### src/rtl/interboard_tx_arbiter_if.sv
// rtl/interboard_tx_arbiter_if.sv - requester-side and link-side signals of the interboard transmit arbiter
interface interboard_tx_arbiter_if #(
  parameter int N_REQ = 2
);
  logic [N_REQ-1:0]   req_valid;
  logic [3*N_REQ-1:0] req_msg_type;
  logic [5*N_REQ-1:0] req_number;
  logic [N_REQ-1:0]   req_accept;
  logic [N_REQ-1:0]   req_done;
  logic               inter_ready;
  logic               transmit;
  logic               ctrl_en;
  logic [2:0]         ctrl_msg_type;
  logic [4:0]         ctrl_number;

  // master: the arbiter, which owns the link and answers the requesters
  modport master (
    input  req_valid, req_msg_type, req_number, inter_ready,
    output req_accept, req_done, transmit, ctrl_en, ctrl_msg_type, ctrl_number
  );

  modport slave (
    output req_valid, req_msg_type, req_number, inter_ready,
    input  req_accept, req_done, transmit, ctrl_en, ctrl_msg_type, ctrl_number
  );
endinterface

### src/rtl/interboard_tx_arbiter.sv
// rtl/interboard_tx_arbiter.sv - round-robin owner of the shared interboard transmit channel
// Retransmission on ack timeout is enabled by defining INTERBOARD_TX_RETRY_EN.
module interboard_tx_arbiter #(
  parameter int N_REQ     = 2,
  parameter int TIMEOUT   = 1024,
  parameter int MAX_RETRY = 3
) (
  input  logic                    clk,
  input  logic                    rst,
  input  logic                    interboard_rst,
  interboard_tx_arbiter_if.master bus,
  output logic                    busy,
  output logic                    tx_error
);
  localparam int GW = (N_REQ > 1) ? $clog2(N_REQ) : 1;
  localparam int TW = $clog2(TIMEOUT);

  typedef enum logic [1:0] {IDLE, SEND, WAIT_ACK, DONE} state_t;

  state_t        state, state_nxt;
  logic          clr;
  logic [GW-1:0] last_grant, grant, cand;
  logic          grant_found, accept;
  logic [2:0]    sel_type;
  logic [4:0]    sel_number;
  logic [TW-1:0] timer;
  logic          timeout_hit, give_up, retry_ok;

  assign clr = rst | interboard_rst;

  // Scan from farthest to nearest so the requester right after last_grant wins.
  always_comb begin
    grant       = last_grant;
    grant_found = 1'b0;
    cand        = last_grant;
    for (int i = N_REQ; i >= 1; i--) begin
      cand = GW'((int'(last_grant) + i) % N_REQ);
      if (bus.req_valid[cand]) begin
        grant       = cand;
        grant_found = 1'b1;
      end
    end
  end

  always_comb begin
    sel_type   = '0;
    sel_number = '0;
    for (int i = 0; i < N_REQ; i++) begin
      if (grant == GW'(i)) begin
        sel_type   = bus.req_msg_type[3*i +: 3];
        sel_number = bus.req_number[5*i +: 5];
      end
    end
  end

  assign accept = (state == IDLE) && grant_found && !clr;

  always_comb begin
    bus.req_accept = '0;
    if (accept) bus.req_accept[grant] = 1'b1;
  end

  assign timeout_hit = (state == WAIT_ACK) && (timer == TW'(TIMEOUT - 1));

`ifdef INTERBOARD_TX_RETRY_EN
  localparam int RW = (MAX_RETRY > 0) ? $clog2(MAX_RETRY + 1) : 1;
  logic [RW-1:0] retry_cnt;

  assign retry_ok = retry_cnt < RW'(MAX_RETRY);

  always_ff @(posedge clk) begin
    if (clr || accept) retry_cnt <= '0;
    else if (timeout_hit && !bus.inter_ready && retry_ok) retry_cnt <= retry_cnt + 1'b1;
  end
`else
  logic unused_max_retry;
  assign unused_max_retry = (MAX_RETRY != 0);
  assign retry_ok         = 1'b0;
`endif

  always_comb begin
    state_nxt = state;
    give_up   = 1'b0;
    case (state)
      IDLE:     if (grant_found) state_nxt = SEND;
      SEND:     state_nxt = WAIT_ACK;
      WAIT_ACK: begin
        if (bus.inter_ready) state_nxt = DONE;
        else if (timeout_hit) begin
          if (retry_ok) state_nxt = SEND;
          else begin
            give_up   = 1'b1;
            state_nxt = DONE;
          end
        end
      end
      DONE:     state_nxt = IDLE;
      default:  state_nxt = IDLE;
    endcase
    if (clr) begin
      state_nxt = IDLE;
      give_up   = 1'b0;
    end
  end

  // Link outputs are decoded from the next state so they line up with it without glitches.
  always_ff @(posedge clk) begin
    if (clr) begin
      state             <= IDLE;
      last_grant        <= GW'(N_REQ - 1);
      timer             <= '0;
      bus.transmit      <= 1'b0;
      bus.ctrl_en       <= 1'b0;
      bus.ctrl_msg_type <= '0;
      bus.ctrl_number   <= '0;
      bus.req_done      <= '0;
      busy              <= 1'b0;
      tx_error          <= 1'b0;
    end else begin
      state        <= state_nxt;
      timer        <= (state == WAIT_ACK) ? timer + 1'b1 : '0;
      bus.transmit <= (state_nxt == SEND);
      bus.ctrl_en  <= (state_nxt == SEND) || (state_nxt == WAIT_ACK);
      busy         <= (state_nxt != IDLE);
      bus.req_done <= '0;
      if (state_nxt == DONE) bus.req_done[last_grant] <= 1'b1;
      if (accept) begin
        last_grant        <= grant;
        bus.ctrl_msg_type <= sel_type;
        bus.ctrl_number   <= sel_number;
        tx_error          <= 1'b0;
      end else if (give_up) begin
        tx_error <= 1'b1;
      end
    end
  end
endmodule

### src/flat_wrapper.sv
// flat-port wrapper written by rule: the top's interface ports become plain ports
module interboard_tx_arbiter_flat 
#(
  parameter int N_REQ     = 2,
  parameter int TIMEOUT   = 1024,
  parameter int MAX_RETRY = 3
)
  (clk, rst, interboard_rst, busy, tx_error, bus_req_valid, bus_req_msg_type, bus_req_number, bus_inter_ready, bus_req_accept, bus_req_done, bus_transmit, bus_ctrl_en, bus_ctrl_msg_type, bus_ctrl_number);
  interboard_tx_arbiter_if #(.N_REQ(N_REQ)) bus_i ();
  input  logic clk;
  input  logic rst;
  input  logic interboard_rst;
  output logic busy;
  output logic tx_error;
  input wire logic [$bits(bus_i.req_valid)-1:0] bus_req_valid;
  input wire logic [$bits(bus_i.req_msg_type)-1:0] bus_req_msg_type;
  input wire logic [$bits(bus_i.req_number)-1:0] bus_req_number;
  input wire logic [$bits(bus_i.inter_ready)-1:0] bus_inter_ready;
  output wire logic [$bits(bus_i.req_accept)-1:0] bus_req_accept;
  output wire logic [$bits(bus_i.req_done)-1:0] bus_req_done;
  output wire logic [$bits(bus_i.transmit)-1:0] bus_transmit;
  output wire logic [$bits(bus_i.ctrl_en)-1:0] bus_ctrl_en;
  output wire logic [$bits(bus_i.ctrl_msg_type)-1:0] bus_ctrl_msg_type;
  output wire logic [$bits(bus_i.ctrl_number)-1:0] bus_ctrl_number;
  assign bus_i.req_valid = bus_req_valid;
  assign bus_i.req_msg_type = bus_req_msg_type;
  assign bus_i.req_number = bus_req_number;
  assign bus_i.inter_ready = bus_inter_ready;
  assign bus_req_accept = bus_i.req_accept;
  assign bus_req_done = bus_i.req_done;
  assign bus_transmit = bus_i.transmit;
  assign bus_ctrl_en = bus_i.ctrl_en;
  assign bus_ctrl_msg_type = bus_i.ctrl_msg_type;
  assign bus_ctrl_number = bus_i.ctrl_number;
  interboard_tx_arbiter #(.N_REQ(N_REQ), .TIMEOUT(TIMEOUT), .MAX_RETRY(MAX_RETRY)) u_core (.clk(clk), .rst(rst), .interboard_rst(interboard_rst), .bus(bus_i), .busy(busy), .tx_error(tx_error));
endmodule
### config.mk
export PLATFORM = sky130hd
export DESIGN_NAME = interboard_tx_arbiter_flat
export DESIGN_NICKNAME = d
export VERILOG_FILES = /design/src/rtl/interboard_tx_arbiter_if.sv /design/src/rtl/interboard_tx_arbiter.sv /design/src/flat_wrapper.sv
export SDC_FILE = /design/constraint.sdc
export NUM_CORES = 1
export LEC_CHECK = 0
export ABC_CLOCK_PERIOD_IN_PS = 3500
export CAP_MARGIN = 30
export CORE_UTILIZATION = 49
export CTS_CLUSTER_SIZE = 40
export DETAILED_ROUTE_END_ITERATION = 12
export PLACE_DENSITY_LB_ADDON = 0.08
export SLEW_MARGIN = 0
export SYNTH_ARGS = -nofsm -noshare
export SYNTH_HDL_FRONTEND = slang
export SYNTH_SLANG_ARGS = --single-unit
### constraint.sdc
create_clock -name clk -period 3.5 [get_ports clk]
set_input_delay 0.525 -clock clk [delete_from_list [all_inputs] [get_ports clk]]
set_output_delay 0.525 -clock clk [all_outputs]
set_load 0.01 [all_outputs]
==> run metrics, run 1 <==
synthesized net count 164; fmax 359.0 MHz; Hold WC Path Type flip-flop to flip-flop; vias in the first global route between 1k and 1.5k; Placer Congestion 0.8185; overall fraction of global-route tracks in use 23.01%; worst rel slew slack 62.44%; count of vias placed by the detailed router 1152; Fill cells 190; CP Data Arrival Time approximately 2300 ps; critical path class primary input to output pin; Slew Viols, Final 0; number of warnings printed during yosys synthesis 0; share of final-layout standard cells stronger than drive strength 1 roughly 7.5%; synthesis-to-finish area growth 33.61%; die footprint 2680 um2; detailed-route wire length per cell 13.41 um; final-layout setup total negative slack 0 ps; master cell of the clock root buffer clkbuf_4; pin count of the biggest net entering global routing 15; post-detailed-route via-to-cell ratio roughly 5.7; cell type group with the largest total delay on the critical path buffers and inverters; chip width 51.77 um; worst setup skew after layout roughly 2.7 ps; worst path buffer plus inverter count 2; Worst Setup End Kind output pin; number of cells produced by synthesis between 100 and 150; cell-by-cell listing of the critical path clkdlybuf4s50_1 -> or2_2 -> nand3_1 -> nor3_1 -> clkdlybuf4s50_1; Resized Gates After CTS 0; Worst-path clk slew 130 ps; power after layout 0.5440 mW; CTS Buf Count 3; H-tree levels 1; Clock Sink Count 27; Congestion Overflow GR 0; Final min period 2786 ps; initial core utilization 53.33%; library cell appearing most often on the critical path clkdlybuf4s50_1; fraction of the core area covered by cells at the end of the flow 71.25%; run status finished clean; cell area after layout 1622 um2; pwr dens approximately 340 nW/um2; synthesized area between 1000 and 1500 um2; vertical extent of the die slightly above 50 um; total cell area at the placement stage 1595 um2; Detail Route Antenna Nets 0; largest buffer count on any clock path 2; cts-stage hold buffer count 0; leading cell types in the layout, fill and taps excluded clkdlybuf4s50_1 (37), dfxtp_1 (27), a21oi_1 (14); setup repair after global routing missed its margin false; Row Count 17; slew at the pin closest to its max-slew limit about 560 ps; detailed-route wire length 2695 um; crit start category primary input; Critical-path top delay cell clkdlybuf4s50_1; core region area roughly 2300 um2; most common library cell in the layout ignoring fill and taps clkdlybuf4s50_1; sequential cell area fraction in the yosys report 44.54%; Synth Register Bits 27; Post-Syn Area per Cell 8.795 um2; Max-cap violations 0; number of buffers added on ports 37; # DRC 0; TritonCTS clock tree built; number of nets at the end of the flow 200; maximum fanout count along the critical path 12; stage delay of the slowest cell on the critical path between 500 and 600 ps; Pre-antenna DRT Iters 4; global-route wire length before repair 4574 um; Leak 0.5514 nW; fraction of the cycle the final worst path needs slightly below 80%; Skew-Pair Late Insertion Delay 320 ps; n_diodes 0; io pins 38; count of routing violations after the opening detailed-route iteration 30; Final Setup Violations 0; number of distinct library cells after synthesis 30; Req. time, crit path 2970 ps; highest ir drop seen on vdd 0.0002342 V; number of hold violations in the final report 0; sum of net half-perimeters after detailed placement 2022 um; number of antenna violations at the first check in global routing 0; setup fix buffers added after clock tree synthesis 0
cell usage after synthesis (all sizes together):
cell,number,area (um2)
dfxtp,27,540.5
a21oi,14,70.07
nand3,14,75.07
nor2,12,45.04
o21ai,10,50.05
a311oi,8,70.07
clkbuf,6,22.52
nand2,6,22.52
and2,5,31.28
ha,4,50.05
inv,4,15.01
or4,4,33.78
o31ai,3,22.52
or2,3,18.77
a22oi,2,15.01
buf,2,16.26
or3,2,15.01
xnor2,2,17.52
xor2,2,17.52
a22o,1,8.760
a31oi,1,6.260
nand3b,1,7.510
nand4,1,6.260
nor3,1,5.000
nor3b,1,7.510
o211ai,1,7.510
o32ai,1,16.27
sequential cells by signal, summed over array words and instances (netlist names):
signal,count
u_core.bus.req_done,2
u_core.last_grant,1
u_core.bus.ctrl_number,5
u_core.tx_error,1
u_core.bus.transmit,1
u_core.bus.ctrl_en,1
u_core.state,2
u_core.busy,1
u_core.timer,10
u_core.bus.ctrl_msg_type,3
area by class of cell:
cell class                 instances  area, um2  area share [%]
sequential                        27      540.5           33.33
clock buffer                       4      26.28           1.620
tap                               28      35.03           2.160
inverter                           4      15.01          0.9259
timing repair buffer              39      385.4           23.77
multi-input combinational         99      619.3           38.19
report_power, final:
part	switching (mW)	internal [mW]
Clock	0.0860	0.0446
Combinational	0.0413	0.0507
Sequential	0.00564	0.316
Total	0.133	0.411
worst paths after layout:
path                        endpoint             start  cells after the start  slack, ps
setup / recovery   bus_req_accept[1]  bus_req_valid[0]                      5        710
hold / removal       u_core.timer[9]   u_core.timer[9]                      2        490
setup reg to reg  u_core.bus.ctrl_en   u_core.timer[0]                      6       1440
hold reg to reg      u_core.timer[9]   u_core.timer[9]                      2        490
worst register-to-register path, stage by stage, from the launching register on:
cell and delay (ps):
dfxtp_1 420, ha_1 230, nand2_1 130, or4_4 550, a22o_1 230, ha_1 290
and2_1 130
kinds of logic (layout without fill, tap and decap cells):
| family | Yosys count | count (layout) | synth area share, % |
|---|---|---|---|
| XOR/XNOR | 4 | 4 | 2.887 |
| adder cells (fa/ha/maj) | 4 | 4 | 4.124 |
| AND/OR/NAND/NOR | 50 | 50 | 22.06 |
| AO/OA/AOI/OAI | 41 | 41 | 21.96 |
| flip-flops | 27 | 27 | 44.54 |
| buffers and inverters | 12 | 47 | 4.432 |
metal layers:
layer	GRT usage (%)	vias to the layer above	share of wire, %
li1	-	578	-
met1	25.32	536	41
met2	42.21	31	52
met3	5.263	7	5.1
met4	9.009	0	2.0
met5	0	-	0
per-stage QoR:
step           cells  hold WS, ps  worst slack [ps]
3_5_place_dp     197        467.5             723.9
4_1_cts          201        490.7             709.0
3_3_place_gp     197        457.0             761.0
2_1_floorplan    138        440.5              1558
5_1_grt          201        504.9             615.1
6_report         201        487.7             714.4
No activity file was read; power rests on OpenSTA's default activity.
==> run 2, diff against run 1 <==
--- a/config.mk
+++ b/config.mk
@@ -5,9 +5,9 @@
 export SDC_FILE = /design/constraint.sdc
 export NUM_CORES = 1
 export LEC_CHECK = 0
-export ABC_CLOCK_PERIOD_IN_PS = 3500
+export ABC_CLOCK_PERIOD_IN_PS = 2720
 export CAP_MARGIN = 30
-export CORE_UTILIZATION = 49
+export CORE_UTILIZATION = 45
 export CTS_CLUSTER_SIZE = 40
 export DETAILED_ROUTE_END_ITERATION = 12
 export PLACE_DENSITY_LB_ADDON = 0.08
==> constraint.sdc (replaced) <==
create_clock -name clk -period 2.72 [get_ports clk]
set_input_delay 0.408 -clock clk [delete_from_list [all_inputs] [get_ports clk]]
set_output_delay 0.408 -clock clk [all_outputs]
set_load 0.01 [all_outputs]
==> run 2 against run 1 <==
Net effect:
- clock-buffer cell count is 1 lower
- wire length is 3.5% higher
- total power is 30% higher
- sequential share of layout area is 0.53 points lower
- first-iteration DRC count is 60% lower
- clock power is 34% higher
- cell count is 2.5% higher
- highest routed layer unchanged
==> run metrics, run 2 (same netlist as run 1, synthesis figures left out) <==
Crit. Startpoint bus_req_valid[1]; CTS Buf Count 3 (unchanged); die footprint 2908 um2 (+8.5%); final-layout setup total negative slack 0 ps (unchanged); # DRC 0 (unchanged); detailed-route wire length per cell 13.54 um (+1.0%); power after layout 0.7097 mW (+30%); Worst-path clk slew 150 ps (+20 ps); worst rel slew slack 73.99% (+12 points); post-detailed-route via-to-cell ratio 5.626 (-1.8%); worst setup skew after layout 10.35 ps (+7.680 ps); vertical extent of the die 53.93 um (+4.2%); crit start category primary input; final hold slack 488.3 ps (+0.6170 ps); Row Count 18 (+1); largest register by flop count u_core.timer; number of placed instances with taps included 202 (+2.5%); maximum fanout count along the critical path 10 (-2); pin count of the biggest net entering global routing 16 (+1); fmax ~420 MHz; Hold WC Path Type flip-flop to flip-flop; number of buffers added on ports 37 (unchanged); sum of net half-perimeters after detailed placement 2130 um (+5.4%); count of vias placed by the detailed router 1159 (+0.61%); H-tree levels 1 (unchanged); initial core utilization 48.12% (-5.2 points); share of final-layout standard cells stronger than drive strength 1 9.659% (+2.1 points); Skew-Pair Late Insertion Delay 320 ps (about the same); highest ir drop seen on vdd 0.0002371 V (+1.3%); critical path class primary input to output pin; largest registers ranked by flip-flop count u_core.timer (10), u_core.bus.ctrl_number (5), u_core.bus.ctrl_msg_type (3); global-route wire length before repair 4140 um (-9.5%); CP Data Arrival Time 1980 ps (-280 ps); startpoint of the worst hold path u_core.timer[9]; synthesis-to-finish area growth 35.77%; largest buffer count on any clock path 2 (unchanged); pwr dens 430.7 nW/um2 (+28%); leading cell types in the layout, fill and taps excluded clkdlybuf4s50_1 (37), dfxtp_1 (27), a21oi_1 (14); TritonCTS clock tree built; Pre-antenna DRT Iters 4 (unchanged); Slew Viols, Final 0 (unchanged); setup repair after global routing missed its margin false; Congestion Overflow GR 0 (unchanged); Max-cap violations 0 (unchanged); count of routing violations after the opening detailed-route iteration 12 (-60%); Final min period 2384 ps; Leak 0.5681 nW (+3.0%); setup fix buffers added after clock tree synthesis 0 (unchanged); core region area 2522 um2 (+11%); Detail Route Antenna Nets 0 (unchanged); run status finished clean; cts-stage hold buffer count 0 (unchanged); number of nets at the end of the flow 203 (+1.5%); master cell of the clock root buffer clkbuf_4; startpoint of the lowest-slack register-to-register path u_core.timer[0]; Fill cells 218 (+15%); number of hold violations in the final report 0 (unchanged); Req. time, crit path 2310 ps (-660 ps); io pins 38 (unchanged); overall fraction of global-route tracks in use 20.66% (-2.3 points); Post-Layout Cell Count 206 (+2.5%); Worst Setup End Kind output pin; fraction of the core area covered by cells at the end of the flow 65.33% (-5.9 points); Placer Congestion 0.7865 (-3.9%); most common library cell in the layout ignoring fill and taps clkdlybuf4s50_1; detailed-route wire length 2790 um (+3.5%); number of flip-flops in the largest register 10 (unchanged); fraction of the cycle the final worst path needs ~88%; slew at the pin closest to its max-slew limit 390.1 ps (-171.5 ps); number of antenna violations at the first check in global routing 0 (unchanged); vias in the first global route 1057 (-4.1%); n_diodes 0 (unchanged); Resized Gates After CTS 0 (unchanged); Clock Sink Count 27 (unchanged); Final Setup Violations 0 (unchanged); chip width 53.93 um (+4.2%)
[run 2: stage by stage]
step	area [um2]	setup WS, ps
after floorplan	1214	853.8
after global placement	1620	373.8
after detailed placement	1620	340.6
after CTS	1648	332.8
after global routing	1648	262.3
final	1648	335.7
[run 2: area by class of cell]
class	instances	area, um2	area share, %
Clock buffer	3	22.52	1.367
Inverter	4	15.01	0.9112
Sequential cell	27	540.5	32.80
Tap cell	30	37.54	2.278
Multi-Input combinational cell	99	619.3	37.59
Timing Repair Buffer	42	407.9	24.75
Clock inverter	1	5.005	0.3037
[run 2: layer usage]
metal	part of all wire, %	vias to the layer above	GRT usage, %
met3	3.4	8	4.237
met5	0	-	0
met4	2.9	0	12.72
li1	-	582	-
met2	50	29	35.60
met1	44	540	23.01
[run 2: report_power, final]
part	internal [mW]	switching, mW	leakage, nW
Combinational	0.0672	0.0544	0.331
Clock	0.0551	0.120	0.0177
Sequential	0.406	0.00682	0.219
[run 2: worst max-delay path: stages]
cell and delay (ps):
clkdlybuf4s50_1 430, or2_2 380, a21oi_1 190, clkdlybuf4s50_1 570
[run 2: worst paths after layout]
kind / to / slack [ps] / depth (start not counted)
worst min-delay path: u_core.timer[9] / 490 / 2
worst min register to register: u_core.timer[9] / 490 / 2
worst max-delay path: bus_req_accept[0] / 340 / 4
worst max register to register: u_core.bus.ctrl_en / 680 / 6
==> run 3, diff against run 2 <==
--- a/config.mk
+++ b/config.mk
@@ -7,9 +7,11 @@
 export LEC_CHECK = 0
 export ABC_CLOCK_PERIOD_IN_PS = 2720
 export CAP_MARGIN = 30
+export CORE_ASPECT_RATIO = 1.1
 export CORE_UTILIZATION = 45
 export CTS_CLUSTER_SIZE = 40
 export DETAILED_ROUTE_END_ITERATION = 12
+export GPL_ROUTABILITY_DRIVEN = 0
 export PLACE_DENSITY_LB_ADDON = 0.08
 export SLEW_MARGIN = 0
 export SYNTH_ARGS = -nofsm -noshare
==> run 3 against run 2 <==
Net effect:
- final area increased by 0.23%
- worst setup slack got worse by 25 ps
- non-clock buffer count stayed put
- clock-buffer cell count unchanged
- combinational power about the same
- critical path depth grew 1
- largest cell class unchanged
==> run metrics, run 3 (same netlist as run 1, synthesis figures left out) <==
io pins 38 (unchanged); cell-by-cell listing of the critical path nor2_1 -> buf_4 -> nand3_1 -> nor3_1 -> clkdlybuf4s50_1; global-route wire length before repair 4712 um (+14%); detailed-route wire length per cell 13.72 um (+1.3%); Hold WC Path Type flip-flop to flip-flop; run status finished clean; worst path buffer plus inverter count 2 (unchanged); Worst-path clk slew 150 ps (about the same); Final Setup Violations 0 (unchanged); detailed-route wire length 2840 um (+1.8%); Slew Viols, Final 0 (unchanged); count of routing violations after the opening detailed-route iteration 17 (+5); Detail Route Antenna Nets 0 (unchanged); Final min period 2409 ps (+24.93 ps); master cell of the clock root buffer clkbuf_4; pwr dens 434.0 nW/um2 (+0.76%); synthesis-to-finish area growth 36.08%; H-tree levels 1 (unchanged); largest buffer count on any clock path 2 (unchanged); cts-stage hold buffer count 0 (unchanged); fraction of the cycle the final worst path needs 88.58% (+0.92 points); post-detailed-route via-to-cell ratio 5.729 (+1.8%); stage delay of the slowest cell on the critical path 560 ps (about the same); pin count of the biggest net entering global routing 17 (+1); n_diodes 0 (unchanged); vias in the first global route 1114 (+5.4%); highest ir drop seen on vdd 0.0002487 V (+4.9%); fmax 415.1 MHz (-1.0%); slew at the pin closest to its max-slew limit 376.3 ps (-13.78 ps); Resized Gates After CTS 0 (unchanged); sum of net half-perimeters after detailed placement 2109 um (-1.0%); core region area 2520 um2 (about the same); setup fix buffers added after clock tree synthesis 0 (unchanged); largest registers ranked by flip-flop count u_core.timer (10), u_core.bus.ctrl_number (5), u_core.bus.ctrl_msg_type (3); most common library cell in the layout ignoring fill and taps clkdlybuf4s50_1; Critical-path top delay cell clkdlybuf4s50_1; Fill cells 236 (+8.3%); number of nets at the end of the flow 203 (unchanged); # DRC 0 (unchanged); overall fraction of global-route tracks in use 21.13% (+0.46 points); vertical extent of the die 56.47 um (+4.7%); number of antenna violations at the first check in global routing 0 (unchanged); number of flip-flops in the largest register 10 (unchanged); critical path class flip-flop to output pin; crit start category flip-flop; Leak 0.5643 nW (-0.66%); Row Count 19 (+1); chip width 51.52 um (-4.5%); CTS Buf Count 3 (unchanged); initial core utilization 48.16% (about the same); Congestion Overflow GR 0 (unchanged); number of placed instances with taps included 203 (+0.50%); Clock Sink Count 27 (unchanged); leading cell types in the layout, fill and taps excluded clkdlybuf4s50_1 (37), dfxtp_1 (27), a21oi_1 (14); die footprint 2909 um2 (about the same); Skew-Pair Late Insertion Delay 330 ps (about the same); Post-Layout Cell Count 207 (+0.49%); largest register by flop count u_core.timer; Req. time, crit path 2310 ps (about the same); Max-cap violations 0 (unchanged); final-layout setup total negative slack 0 ps (unchanged); CP Data Arrival Time 2000 ps (+20 ps); number of hold violations in the final report 0 (unchanged); cell type group with the largest total delay on the critical path buffers and inverters; number of buffers added on ports 37 (unchanged); Worst Setup End Kind output pin; setup repair after global routing missed its margin false; Pre-antenna DRT Iters 4 (unchanged); worst setup skew after layout 2.012 ps (-8.343 ps); share of final-layout standard cells stronger than drive strength 1 9.659% (unchanged); TritonCTS clock tree built; worst rel slew slack 74.91% (+0.92 points); count of vias placed by the detailed router 1186 (+2.3%); maximum fanout count along the critical path 12 (+2)
## run 3: cell types whose count changed in the layout (fill, tap and decap cells not counted)
cell and change:
clkinv_2 -1, clkinvlp_4 +1
## run 3: worst register-to-register path, stage by stage, from the launching register on
cell,delay (ps)
dfxtp_1,420
ha_1,230
nand2_1,140
or4_4,540
a22o_1,200
ha_1,280
and2_1,130
## run 3: worst paths after layout
check,depth (start not counted),slack (ps),start,end
hold / removal,1,490,u_core.timer[0],u_core.timer[0]
hold reg to reg,1,490,u_core.timer[0],u_core.timer[0]
setup reg to reg,6,690,u_core.timer[0],u_core.bus.ctrl_en
setup / recovery,5,310,u_core.state[1],bus_req_accept[1]
## run 3: final cells by class
class                      instances  area, um2  area share (%)
sequential                        27      540.5           32.73
clock inverter                     1      7.507          0.4545
timing repair buffer              42      407.9           24.70
clock buffer                       3      22.52           1.364
inverter                           4      15.01          0.9091
tap                               31      38.79           2.348
multi-input combinational         99      619.3           37.50
## run 3: report_power, final
group / leakage [nW] / switching (mW) / internal [mW]
Sequential: 0.219 / 0.00731 / 0.407
Clock: 0.0139 / 0.126 / 0.0563
Combinational: 0.331 / 0.0540 / 0.0670
## run 3: through the flow
stage / util (%) / setup WS (ps) / instance area (um2) / power [mW] / hold WS [ps]
floorplan: - / 853.8 / 1214 / 0.4771 / 440.5
CTS: 65.54 / 304.1 / 1652 / 0.7172 / 500.2
detailed placement: 64.35 / 361.2 / 1622 / 0.5424 / 467.4
finish: 65.54 / 310.7 / 1652 / 0.7167 / 495.0
global route: 65.54 / 175.6 / 1652 / 0.7486 / 521.9
global placement: 64.35 / 367.3 / 1622 / 0.5398 / 456.9
## run 3: per-layer routing
metal	routed length [um]	track usage (%)	up-vias	share of wire, %
met5	0	0	-	0
met4	27	6.178	0	0.95
met3	157	4.065	4	5.5
met2	1522	39.33	40	54
met1	1132	23.41	560	40
li1	-	-	582	-
